--- src/rtl/merge_pipe_reg_pkg.sv ---
// Shared widths, stats FSM encoding and helpers for the post-merge pipeline register.
// Widths mirror the router-wide settings; STAT_CNT_W is the default statistics counter width.
package merge_pipe_reg_pkg;

    localparam int NUM_PORT       = 5;
    localparam int SRC_LIST_WIDTH = 8;
    localparam int MEM_ADDR_WIDTH = 8;
    localparam int DST_WIDTH      = 4;
    localparam int NUM_FLIT_WDITH = 3;
    localparam int STAT_CNT_W     = 16;

    typedef enum logic [1:0] {
        ST_IDLE = 2'd0,
        ST_SNAP = 2'd1,
        ST_ACK  = 2'd2,
        ST_WAIT = 2'd3
    } stat_state_t;

    function automatic logic [2:0] kill_popcount(input logic [NUM_PORT-1:0] v);
        logic [2:0] n;
        n = '0;
        for (int i = 0; i < NUM_PORT; i++) begin
            n = n + 3'(v[i]);
        end
        return n;
    endfunction

endpackage

--- src/rtl/merge_pipe_reg_sat_cnt.sv ---
// Saturating up-counter with an increment of 0..7 and a clear that preloads
// the current cycle's increment so events coinciding with a clear are kept.
module sat_cnt #(
    parameter int W = 16
) (
    input  logic         clk,
    input  logic         reset,
    input  logic [2:0]   inc,
    input  logic         clr,
    input  logic         en,
    output logic [W-1:0] count
);

    localparam logic [W:0] MAX = {1'b0, {W{1'b1}}};

    logic [W-1:0] inc_eff;
    logic [W:0]   sum;

    always_comb begin
        inc_eff = en ? W'(inc) : '0;
        sum     = {1'b0, count} + {1'b0, inc_eff};
    end

    always_ff @(posedge clk) begin
        if (reset) begin
            count <= '0;
        end else if (clr) begin
            count <= inc_eff;
        end else if (sum > MAX) begin
            count <= '1;
        end else begin
            count <= sum[W-1:0];
        end
    end

endmodule

--- src/rtl/merge_pipe_reg.sv ---
// Pipeline register after the merge stage: registers the per-port flits, drops
// valid on killed ports, and keeps kill statistics behind a req/ack snapshot.
module merge_pipe_reg
    import merge_pipe_reg_pkg::*;
#(
    parameter int PAYLOAD_W   = 64,
    parameter int CNT_W       = STAT_CNT_W,
    parameter int CLR_ON_SNAP = 1
) (
    input  logic                                clk,
    input  logic                                reset,
    input  logic                                stall,
    input  logic [NUM_PORT-1:0]                 hs_in,
    input  logic [NUM_PORT-1:0]                 kill_in,
    input  logic [NUM_PORT*SRC_LIST_WIDTH-1:0]  srcList_in,
    input  logic [NUM_PORT*MEM_ADDR_WIDTH-1:0]  addr_in,
    input  logic [NUM_PORT*DST_WIDTH-1:0]       dst_in,
    input  logic [NUM_PORT*NUM_FLIT_WDITH-1:0]  flitID_in,
    input  logic [NUM_PORT*PAYLOAD_W-1:0]       payload_in,
    output logic [NUM_PORT-1:0]                 hs_out,
    output logic [NUM_PORT*SRC_LIST_WIDTH-1:0]  srcList_out,
    output logic [NUM_PORT*MEM_ADDR_WIDTH-1:0]  addr_out,
    output logic [NUM_PORT*DST_WIDTH-1:0]       dst_out,
    output logic [NUM_PORT*NUM_FLIT_WDITH-1:0]  flitID_out,
    output logic [NUM_PORT*PAYLOAD_W-1:0]       payload_out,
    input  logic                                stat_req,
    output logic                                stat_ack,
    output logic [NUM_PORT*CNT_W-1:0]           stat_kill_cnt,
    output logic [CNT_W-1:0]                    stat_merge_tot
);

    stat_state_t                state, state_nxt;
    logic                       snap_take;
    logic                       snap_clr;
    logic                       cnt_en;
    logic [NUM_PORT-1:0]        kill_hit;
    logic [NUM_PORT*CNT_W-1:0]  kill_cnt;
    logic [CNT_W-1:0]           merge_tot;

    always_ff @(posedge clk) begin
        if (reset) begin
            hs_out      <= '0;
            srcList_out <= '0;
            addr_out    <= '0;
            dst_out     <= '0;
            flitID_out  <= '0;
            payload_out <= '0;
        end else if (!stall) begin
            hs_out      <= hs_in & ~kill_in;
            srcList_out <= srcList_in;
            addr_out    <= addr_in;
            dst_out     <= dst_in;
            flitID_out  <= flitID_in;
            payload_out <= payload_in;
        end
    end

    // A kill on an already-invalid port clears nothing real, so it is not counted.
    assign cnt_en   = !stall;
    assign kill_hit = cnt_en ? (kill_in & hs_in) : '0;
    assign snap_clr = snap_take && (CLR_ON_SNAP != 0);

    for (genvar p = 0; p < NUM_PORT; p++) begin : g_kill_cnt
        sat_cnt #(.W(CNT_W)) u_kill_cnt (
            .clk   (clk),
            .reset (reset),
            .inc   ({2'b00, kill_hit[p]}),
            .clr   (snap_clr),
            .en    (cnt_en),
            .count (kill_cnt[p*CNT_W +: CNT_W])
        );
    end

    sat_cnt #(.W(CNT_W)) u_merge_tot (
        .clk   (clk),
        .reset (reset),
        .inc   (kill_popcount(kill_hit)),
        .clr   (snap_clr),
        .en    (cnt_en),
        .count (merge_tot)
    );

    always_ff @(posedge clk) begin
        if (reset) begin
            state <= ST_IDLE;
        end else begin
            state <= state_nxt;
        end
    end

    always_comb begin
        state_nxt = state;
        snap_take = 1'b0;
        stat_ack  = 1'b0;
        unique case (state)
            ST_IDLE: if (stat_req) state_nxt = ST_SNAP;
            ST_SNAP: begin
                snap_take = 1'b1;
                state_nxt = ST_ACK;
            end
            ST_ACK: begin
                stat_ack  = 1'b1;
                state_nxt = ST_WAIT;
            end
            ST_WAIT: if (!stat_req) state_nxt = ST_IDLE;
            default: state_nxt = ST_IDLE;
        endcase
    end

    always_ff @(posedge clk) begin
        if (reset) begin
            stat_kill_cnt  <= '0;
            stat_merge_tot <= '0;
        end else if (snap_take) begin
            stat_kill_cnt  <= kill_cnt;
            stat_merge_tot <= merge_tot;
        end
    end

endmodule

--- config.mk ---
export PLATFORM = sky130hd
export DESIGN_NAME = merge_pipe_reg
export DESIGN_NICKNAME = d
export VERILOG_FILES = /design/src/rtl/merge_pipe_reg_pkg.sv /design/src/rtl/merge_pipe_reg_sat_cnt.sv /design/src/rtl/merge_pipe_reg.sv
export SDC_FILE = /design/constraint.sdc
export NUM_CORES = 1
export LEC_CHECK = 0
export BUFFER_PORTS_ARGS = -buffer_cell sky130_fd_sc_hd__buf_4
export CAP_MARGIN = 20
export CORE_AREA = 3 3 380 382
export CTS_CLUSTER_SIZE = 40
export DETAILED_ROUTE_END_ITERATION = 16
export DIE_AREA = 0 0 383 385
export GPL_ROUTABILITY_DRIVEN = 0
export GPL_TIMING_DRIVEN = 0
export SYNTH_ARGS = -nofsm -noshare
export SYNTH_HDL_FRONTEND = slang
export SYNTH_HIERARCHICAL = 1
export SYNTH_SLANG_ARGS = --single-unit
--- constraint.sdc ---
create_clock -name clk -period 6 [get_ports clk]
set_input_delay 0.6 -clock clk [delete_from_list [all_inputs] [get_ports clk]]
set_output_delay 0.6 -clock clk [all_outputs]
set_load 0.005 [all_outputs]
==> run_results.csv, run 1 <==
group,metric,value,unit
run_status,status,"finished clean",
worst_setup_path,reg2reg_setup_slack,3.52,ns
floorplan,die_w,383,microns
global_routing,grt_pass1_vias,21400,
synth,yosys_warnings,6,
pwr,power,11300,uW
detailed_routing,drtIter0Drc,1171,
detailed_routing,vias_per_cell,4.05,
detailed_routing,vias,21900,
global_routing,grt.overflow.total,0,
sta,finalSetupViolCount,0,
clocking,cts_tree,"done",
flow_run,maxCapViolations,0,
synth,async_reset_ff_share,0,%
clocking,cts_hold_buf,0,
place,dp_slack,1.01,ns
worst_setup_path,worstPathRequired,6.56,ns
sta,rsz0062_at_grt,"false",
clocking,cts_buffer_depth,3,
sta,min_period,4.32,ns
place,dpl.cell_count,5243,
worst_setup_path,cp.arrival,4.88,ns
final_layout,finalNetCount,3911,
worst_setup_path,cp_max_fo,23,
final_layout,utilization,26.0,%
clocking,insertion_delay,0.65,ns
synth,ys_ff_latch,634,
clocking,cts_post_setup_buffers_inserted,0,
floorplan,dieHeight,385,microns
synth,synth_edf_count,0,
hold_path,holdCritPathClass,"input pin to flip-flop",
pwr,power.switching,3120,uW
pwr,swShare,27.6,%
sta,tns,0,ns
synth,yosysSeqAreaShare,52.2,%
place,port_buffers,984,
floorplan,row_count,138,
global_routing,antenna_found_initial,34,
floorplan,fp.coreArea,0.141,sq mm
synth,syn_avg_cell_area,10.3,sq um
place,dp_hpwl,105,mm
sta,hold_viol_final,0,
clocking,cts_buffers,75,
sta,worst_slack,1.68,ns
final_layout,drive_gt1_share,35.2,%
floorplan,die-area,0.147,sq mm
pwr,p_per_area,308,mW/mm^2
worst_setup_path,end_kind,"flip-flop",
sta,worstMarginPinSlew,1.20,ns
clocking,cts.sinks,634,
clocking,postCtsResizedCells,0,
sta,fmax,231,MHz
synth,ys_types,51,
global_routing,grt_first_pass_wirelength,168,mm
final_layout,area_growth,51.0,%
detailed_routing,drt-total-wl,125,mm
clocking,htreeDepth,3,
detailed_routing,first_pass_iters,5,
floorplan,initial_core_util,17.2,%
worst_setup_path,critical_path_class,"input pin to flip-flop",
sta,skew,0.0130,ns
detailed_routing,antenna_left,0,
pwr,p_leak,0.0168,uW
clocking,clockRootBuffer,"clkbuf_16",
pwr,combPwrFrac,17.3,%
pwr,seqPwrFrac,41.4,%
pwr,p_int,8190,uW
synth,synth_ff_type,"dfxtp_1",
floorplan,ios,986,
synth,synth_area,0.0243,sq mm
pwr,p_clk_share,41.3,%
synth,syn_inst,2357,
detailed_routing,drcViolationCount,0,
sta,slew_headroom,20.1,%
sta,slew_viol_final,0,
pwr,vdd_drop_max,0.182,mV
worst_setup_path,start_kind,"input pin",
global_routing,grt_start_max_net_pins,39,
global_routing,grt_util_all_layers,16.2,%
final_layout,fin_cells,5396,
clocking,cts.clk_slew.worst_paths,0.06,ns
detailed_routing,wire_per_inst,23.2,microns
sta,fin_crit_sh,72.0,%
==> sequential cells by signal (all words and copies together) (netlist names) <==
signal                       cells
state                            2
srcList_out                     40
g_kill_cnt.u_kill_cnt/count     80
flitID_out                      15
stat_merge_tot                  16
hs_out                           5
payload_out                    320
u_merge_tot/count               16
dst_out                         20
stat_kill_cnt                   80
addr_out                        40
==> worst paths after layout <==
check | start | endpoint | cells after the start
worst max-delay path | stall | u_merge_tot/count[13]$_SDFF_PP0_ | 18
worst min register to register | hs_out[0]$_SDFFE_PP0N_ | hs_out[0]$_SDFFE_PP0N_ | 2
worst min-delay path | payload_in[48] | payload_out[48]$_SDFFE_PP0N_ | 3
worst max register to register | g_kill_cnt[1].u_kill_cnt/count[0]$_SDFF_PP0_ | g_kill_cnt[1].u_kill_cnt/count[3]$_SDFF_PP0_ | 8
==> cell usage in the layout, fill, tap and decap left out, types with 6 or more instances in the layout <==
cell type	n
buf_4	1032
dfxtp_1	634
nor2_1	552
mux2i_1	535
a21oi_1	98
clkbuf_16	76
nand2_1	49
clkbuf_1	48
xnor2_1	46
inv_1	43
nand3_1	32
ha_1	23
diode_2	22
buf_2	20
clkbuf_8	20
a221oi_1	18
buf_1	17
nor2b_1	17
nand4_1	16
nand2b_1	15
xor2_1	12
nor3_1	12
a211oi_1	12
a2111oi_0	11
buf_6	10
clkinv_2	10
conb_1	10
fa_1	8
o21ai_0	7
a31oi_1	7
or2_2	6
and4_1	6
nor4_1	6
==> metal layers <==
metal	global-route usage, %	part of all wire (%)	vias up
met5	0	0.082	-
met4	6.92	4.9	14
met3	6.55	10	202
met2	28.0	48	947
met1	17.5	37	10500
li1	-	-	10200
==> synth_stat cells, types with 5 or more instances <==
cell type  instances  share of area, %
a21oi_1           98               2.0
a31oi_1            7              0.18
o21ai_0            7              0.14
o21ai_2            5              0.18
nand3_1           32              0.66
nor2b_1           17              0.44
or3b_1             5              0.18
nand2b_1          15              0.39
and3_1             5              0.13
and4_1             6              0.22
inv_1             43              0.66
buf_4             48               1.5
buf_2             20              0.41
a311oi_1           5              0.18
nor3_1            12              0.25
ha_1              24               1.2
or2_2              6              0.15
nand2_1           49              0.76
o2111ai_1          5              0.18
mux2i_1          535                22
a211oi_1          12              0.37
buf_1             17              0.26
buf_6             10              0.46
clkbuf_1          37              0.57
a2111oi_0         11              0.40
nor4_1             6              0.15
a221oi_1          18              0.65
xor2_1            12              0.43
fa_1               8              0.66
and3_2             5              0.15
xnor2_1           46               1.7
nand4_1           16              0.41
a21oi_2            5              0.18
dfxtp_1          634                52
and4_2             5              0.21
nor2_1           552               8.5
or4_4              5              0.23
==> power by group through the flow <==
stage / clock network (uW) / logic [uW] / registers (uW)
after floorplan: 0 / 979 / 4710
after global placement: 0 / 1940 / 4770
after detailed placement: 0 / 1980 / 4780
after CTS: 4820 / 1990 / 4690
after global routing: 4980 / 2130 / 4710
final: 4670 / 1960 / 4690
==> cell families (layout without fill, tap and decap cells) <==
group                    Yosys count  after routing  synth area share (%)
buffers and inverters            176           1294                  3.91
adder cells (fa/ha/maj)           32             32                  1.89
other                              1             32                0.0154
AO/OA/AOI/OAI                    181            181                  4.83
XOR/XNOR                          58             58                  2.09
multiplexers                     535            535                  22.0
AND/OR/NAND/NOR                  740            740                  13.0
flip-flops                       634            634                  52.2
==> layout make-up <==
class,instances,area (sq um)
well taps,1890,2360
multi-input cells,1556,10700
fillers,15200,105000
flip-flops and latches,634,12700
clock buffers,106,2200
repair buffers,987,7440
diodes,22,55.1
plain buffers,133,790
clock inverters,25,302
inverters,43,161
==> through the flow <==
step / hold slack, ns / area [sq um]
6_report: 0.183 / 36700
5_1_grt: 0.131 / 36700
4_1_cts: 0.0983 / 36700
3_5_place_dp: 0.455 / 34200
3_3_place_gp: 0.456 / 34100
2_1_floorplan: 0.457 / 24300
==> worst max-delay path, cell delays in order <==
cell and delay (ns):
buf_2 0.15, buf_4 0.23, inv_1 0.25, buf_12 0.21, nand3_1 0.12, fa_1 0.62
inv_1 0.09, fa_1 0.51, nand2_1 0.08, inv_1 0.07, ha_1 0.17, inv_1 0.06
fa_1 0.40, nor2b_1 0.27, o21ai_2 0.11, or4_4 0.59, buf_6 0.17, a21oi_1 0.13
Note: power is estimated with default switching activity, not from simulation.
==> run 2: changes to the inputs <==
Settings changed: ABC_AREA set to 1, CORE_AREA 3 3 380 382 to 3 3 387 389, DIE_AREA 0 0 383 385 to 0 0 390 392.
Clock period 6 ns to 3.88 ns, I/O delays scaled along.
==> run_results.csv, run 2 <==
group,metric,value,unit
worst_setup_path,start_kind,"input pin",
clocking,cts_post_setup_buffers_inserted,0,
synth,synth_area_leader_cell,"dfxtp_1",
detailed_routing,vias_per_cell,4.08,
detailed_routing,antenna_left,0,
synth,ys_types,31,
worst_setup_path,worstPathRequired,4.43,ns
worst_setup_path,max_stage_delay,0.58,ns
flow_run,maxCapViolations,0,
place,dpl.cell_count,6187,
sta,worst_slack,0.333,ns
worst_setup_path,reg2reg_setup_slack,1.39,ns
global_routing,antenna_found_initial,24,
pwr,p_per_area,457,mW/mm^2
worst_setup_path,cp.arrival,4.09,ns
synth,synth_area_leaders,"dfxtp_1 (50%), nor2_1 (17%), o21ai_0 (11%), nand2_1 (3.6%), inv_1 (2.2%)",
hold_path,hold_depth,3,
floorplan,die-area,0.153,sq mm
clocking,cts_buffers,78,
final_layout,register_area,0.0127,sq mm
synth,synth-compound-area-share,13.0,%
final_layout,fillers,15600,
synth,syn_inst,3262,
final_layout,finalNetCount,5236,
synth,synth_top_family_by_area,"simple AND/OR/NAND/NOR gates",
floorplan,die_w,390,microns
clocking,cts.clk_slew.worst_paths,0.06,ns
sta,hold_viol_final,0,
worst_setup_path,crit_path_frequent_cell,"inv_1",
clocking,clockRootBuffer,"clkbuf_16",
pwr,p_leak,0.0196,uW
final_layout,reg_top3,"payload_out x320, g_kill_cnt.u_kill_cnt/count x80, stat_kill_cnt x80",
final_layout,drive_gt1_share,28.7,%
global_routing,grt_pass1_vias,27100,
synth,yosys.area_share.simple,27.0,%
sta,skew,0.0202,ns
detailed_routing,wire_per_inst,19.8,microns
floorplan,ios,986,
synth,synth_area,0.0252,sq mm
global_routing,grt.overflow.total,0,
synth,synth_mux_area_share,0,%
final_layout,layout_common_cells,"nor2_1 (1155), buf_4 (1012), dfxtp_1 (634)",
sta,finalSetupViolCount,0,
detailed_routing,drtIter0Drc,1449,
synth,yosysSeqAreaShare,50.4,%
sta,min_period,3.55,ns
synth,synthAdderAreaFrac,1.83,%
final_layout,area_growth,66.9,%
floorplan,fp.coreArea,0.147,sq mm
sta,slew_headroom,36.8,%
clocking,cts_buffer_depth,3,
place,dp_hpwl,106,mm
clocking,htreeDepth,3,
worst_setup_path,critical_path_class,"input pin to flip-flop",
synth,ys_top_cells_by_count,"nor2_1 (1155), dfxtp_1 (634), o21ai_0 (536), nand2_1 (238), inv_1 (147)",
synth,async_reset_ff_share,0,%
sta,slew_viol_final,0,
detailed_routing,first_pass_iters,5,
worst_setup_path,reg2reg_to,"stat_kill_cnt[71]$_SDFFE_PP0P_",
floorplan,row_count,141,
floorplan,dieHeight,392,microns
worst_setup_path,cp_max_fo,19,
sta,worstMarginPinSlew,0.948,ns
synth,yosysTopAreaCellShare,50.4,%
synth,synth_edf_count,0,
sta,fmax,282,MHz
hold_path,holdCritPathClass,"input pin to flip-flop",
detailed_routing,drcViolationCount,0,
final_layout,largest_register_ffs,320,
synth,synth_xor_area_share,1.46,%
global_routing,grt_util_all_layers,16.6,%
hold_path,min_from,"payload_in[252]",
worst_setup_path,crit_chain,"buf_4, inv_2, buf_6, nand3_2, fa_1, inv_1, fa_1, nand2_1, inv_1, ha_1, inv_1, fa_1, inv_1, nand3_2, a21oi_2, nand2_1, nand2_1, nand3_2, nand2_1, inv_1",
floorplan,initial_core_util,17.1,%
synth,synth_most_common_cell,"nor2_1",
run_status,status,"finished clean",
hold_path,whs_endpoint,"payload_out[252]$_SDFFE_PP0N_",
global_routing,grt_start_max_net_pins,28,
pwr,power,19200,uW
worst_setup_path,r2r_cells,7,
clocking,cts.sinks,634,
detailed_routing,drt-total-wl,134,mm
synth,ys_ff_latch,634,
place,port_buffers,984,
final_layout,fin_cells,6755,
synth,syn_avg_cell_area,7.71,sq um
final_layout,multi_input_area,0.0109,sq mm
worst_setup_path,r2r_start,"state[1]$_SDFFE_PP0P_",
synth,synth_ff_type,"dfxtp_1",
place,dp_slack,-1.12,ns
final_layout,layout_commonest_cell,"nor2_1",
sta,rsz0062_at_grt,"false",
final_layout,largest_register,"payload_out",
synth,yosys_warnings,6,
global_routing,grt_first_pass_wirelength,187,mm
clocking,cts_tree,"done",
sta,fin_crit_sh,91.4,%
worst_setup_path,slowest_stage,"fa_1",
detailed_routing,vias,27600,
pwr,vdd_drop_max,0.389,mV
clocking,insertion_delay,0.66,ns
worst_setup_path,end_kind,"flip-flop",
[run 2: cell types whose count changed after synthesis, sizes merged, moves of 18 or more]
| cell | change |
|---|---|
| a221oi | -18 |
| xnor2 | -22 |
| nand2 | +216 |
| o21ai | +544 |
| a21oi | -45 |
| nand4 | +26 |
| nand3 | +31 |
| mux2i | -535 |
| inv | +117 |
| nand3b | +22 |
| clkbuf | +38 |
| nor2 | +637 |
[run 2: worst max-delay path: cells and delay by family]
kind / cells / cell delay [ns]
AND/OR/NAND/NOR: 7 / 0.68
buffers and inverters: 8 / 1.01
AO/OA/AOI/OAI: 1 / 0.28
adder cells (fa/ha/maj): 4 / 1.68
[run 2: cell type report]
| cell class | count | area share (%) |
|---|---|---|
| diodes | 11 | 0.0656 |
| plain buffers | 182 | 2.34 |
| clock buffers | 107 | 5.41 |
| clock inverters | 32 | 1.07 |
| inverters | 160 | 1.43 |
| multi-input cells | 2294 | 26.0 |
| flip-flops and latches | 634 | 30.2 |
| well taps | 1930 | 5.75 |
| repair buffers | 1405 | 27.7 |
[run 2: power by group]
group	switching [uW]	internal, uW	total (uW)
registers	407	7140	7550
clock network	3180	4550	7720
logic	2080	1820	3910
[run 2: how the worst max path moves through the flow]
stage | start | end | cells after the start
floorplan | stall | u_merge_tot/count[9]$_SDFF_PP0_ | 21
global route | stall | u_merge_tot/count[2]$_SDFF_PP0_ | 19
CTS | stall | u_merge_tot/count[14]$_SDFF_PP0_ | 20
global placement | stall | u_merge_tot/count[14]$_SDFF_PP0_ | 21
detailed placement | stall | u_merge_tot/count[14]$_SDFF_PP0_ | 21
finish | stall | u_merge_tot/count[14]$_SDFF_PP0_ | 20
[run 2: routing by layer]
metal | track usage (%) | vias up | part of all wire (%)
met5 | 0 | - | 0.052
met4 | 7.65 | 10 | 4.8
met3 | 5.28 | 264 | 8.3
met2 | 28.7 | 975 | 48
met1 | 18.6 | 12900 | 39
li1 | - | 13400 | -
[run 2: kinds of logic (layout without fill, tap and decap cells)]
logic type,Yosys count,in the layout
simple gates,1583,1583
flops,634,634
compound gates,627,627
buf+inv,343,1886
xor+xnor,42,42
fa+ha+maj,32,32
other cells,1,21
[run 2: stage by stage]
stage	utilization (%)	TNS (ns)	hold slack, ns	cell area (sq um)
floorplan	-	0	0.456	25200
global placement	23.8	-16.99	0.455	35000
detailed placement	23.8	-17.33	0.456	35000
CTS	28.5	0	0.00289	42000
global route	28.5	0	0.0487	42000
finish	28.5	0	0.0697	42000
[run 2: timing repair]
item,CTS,global route
gates resized for setup,3,1
hold buffers,419,0
setup endpoints to repair,16,4
hold endpoints to repair,414,0
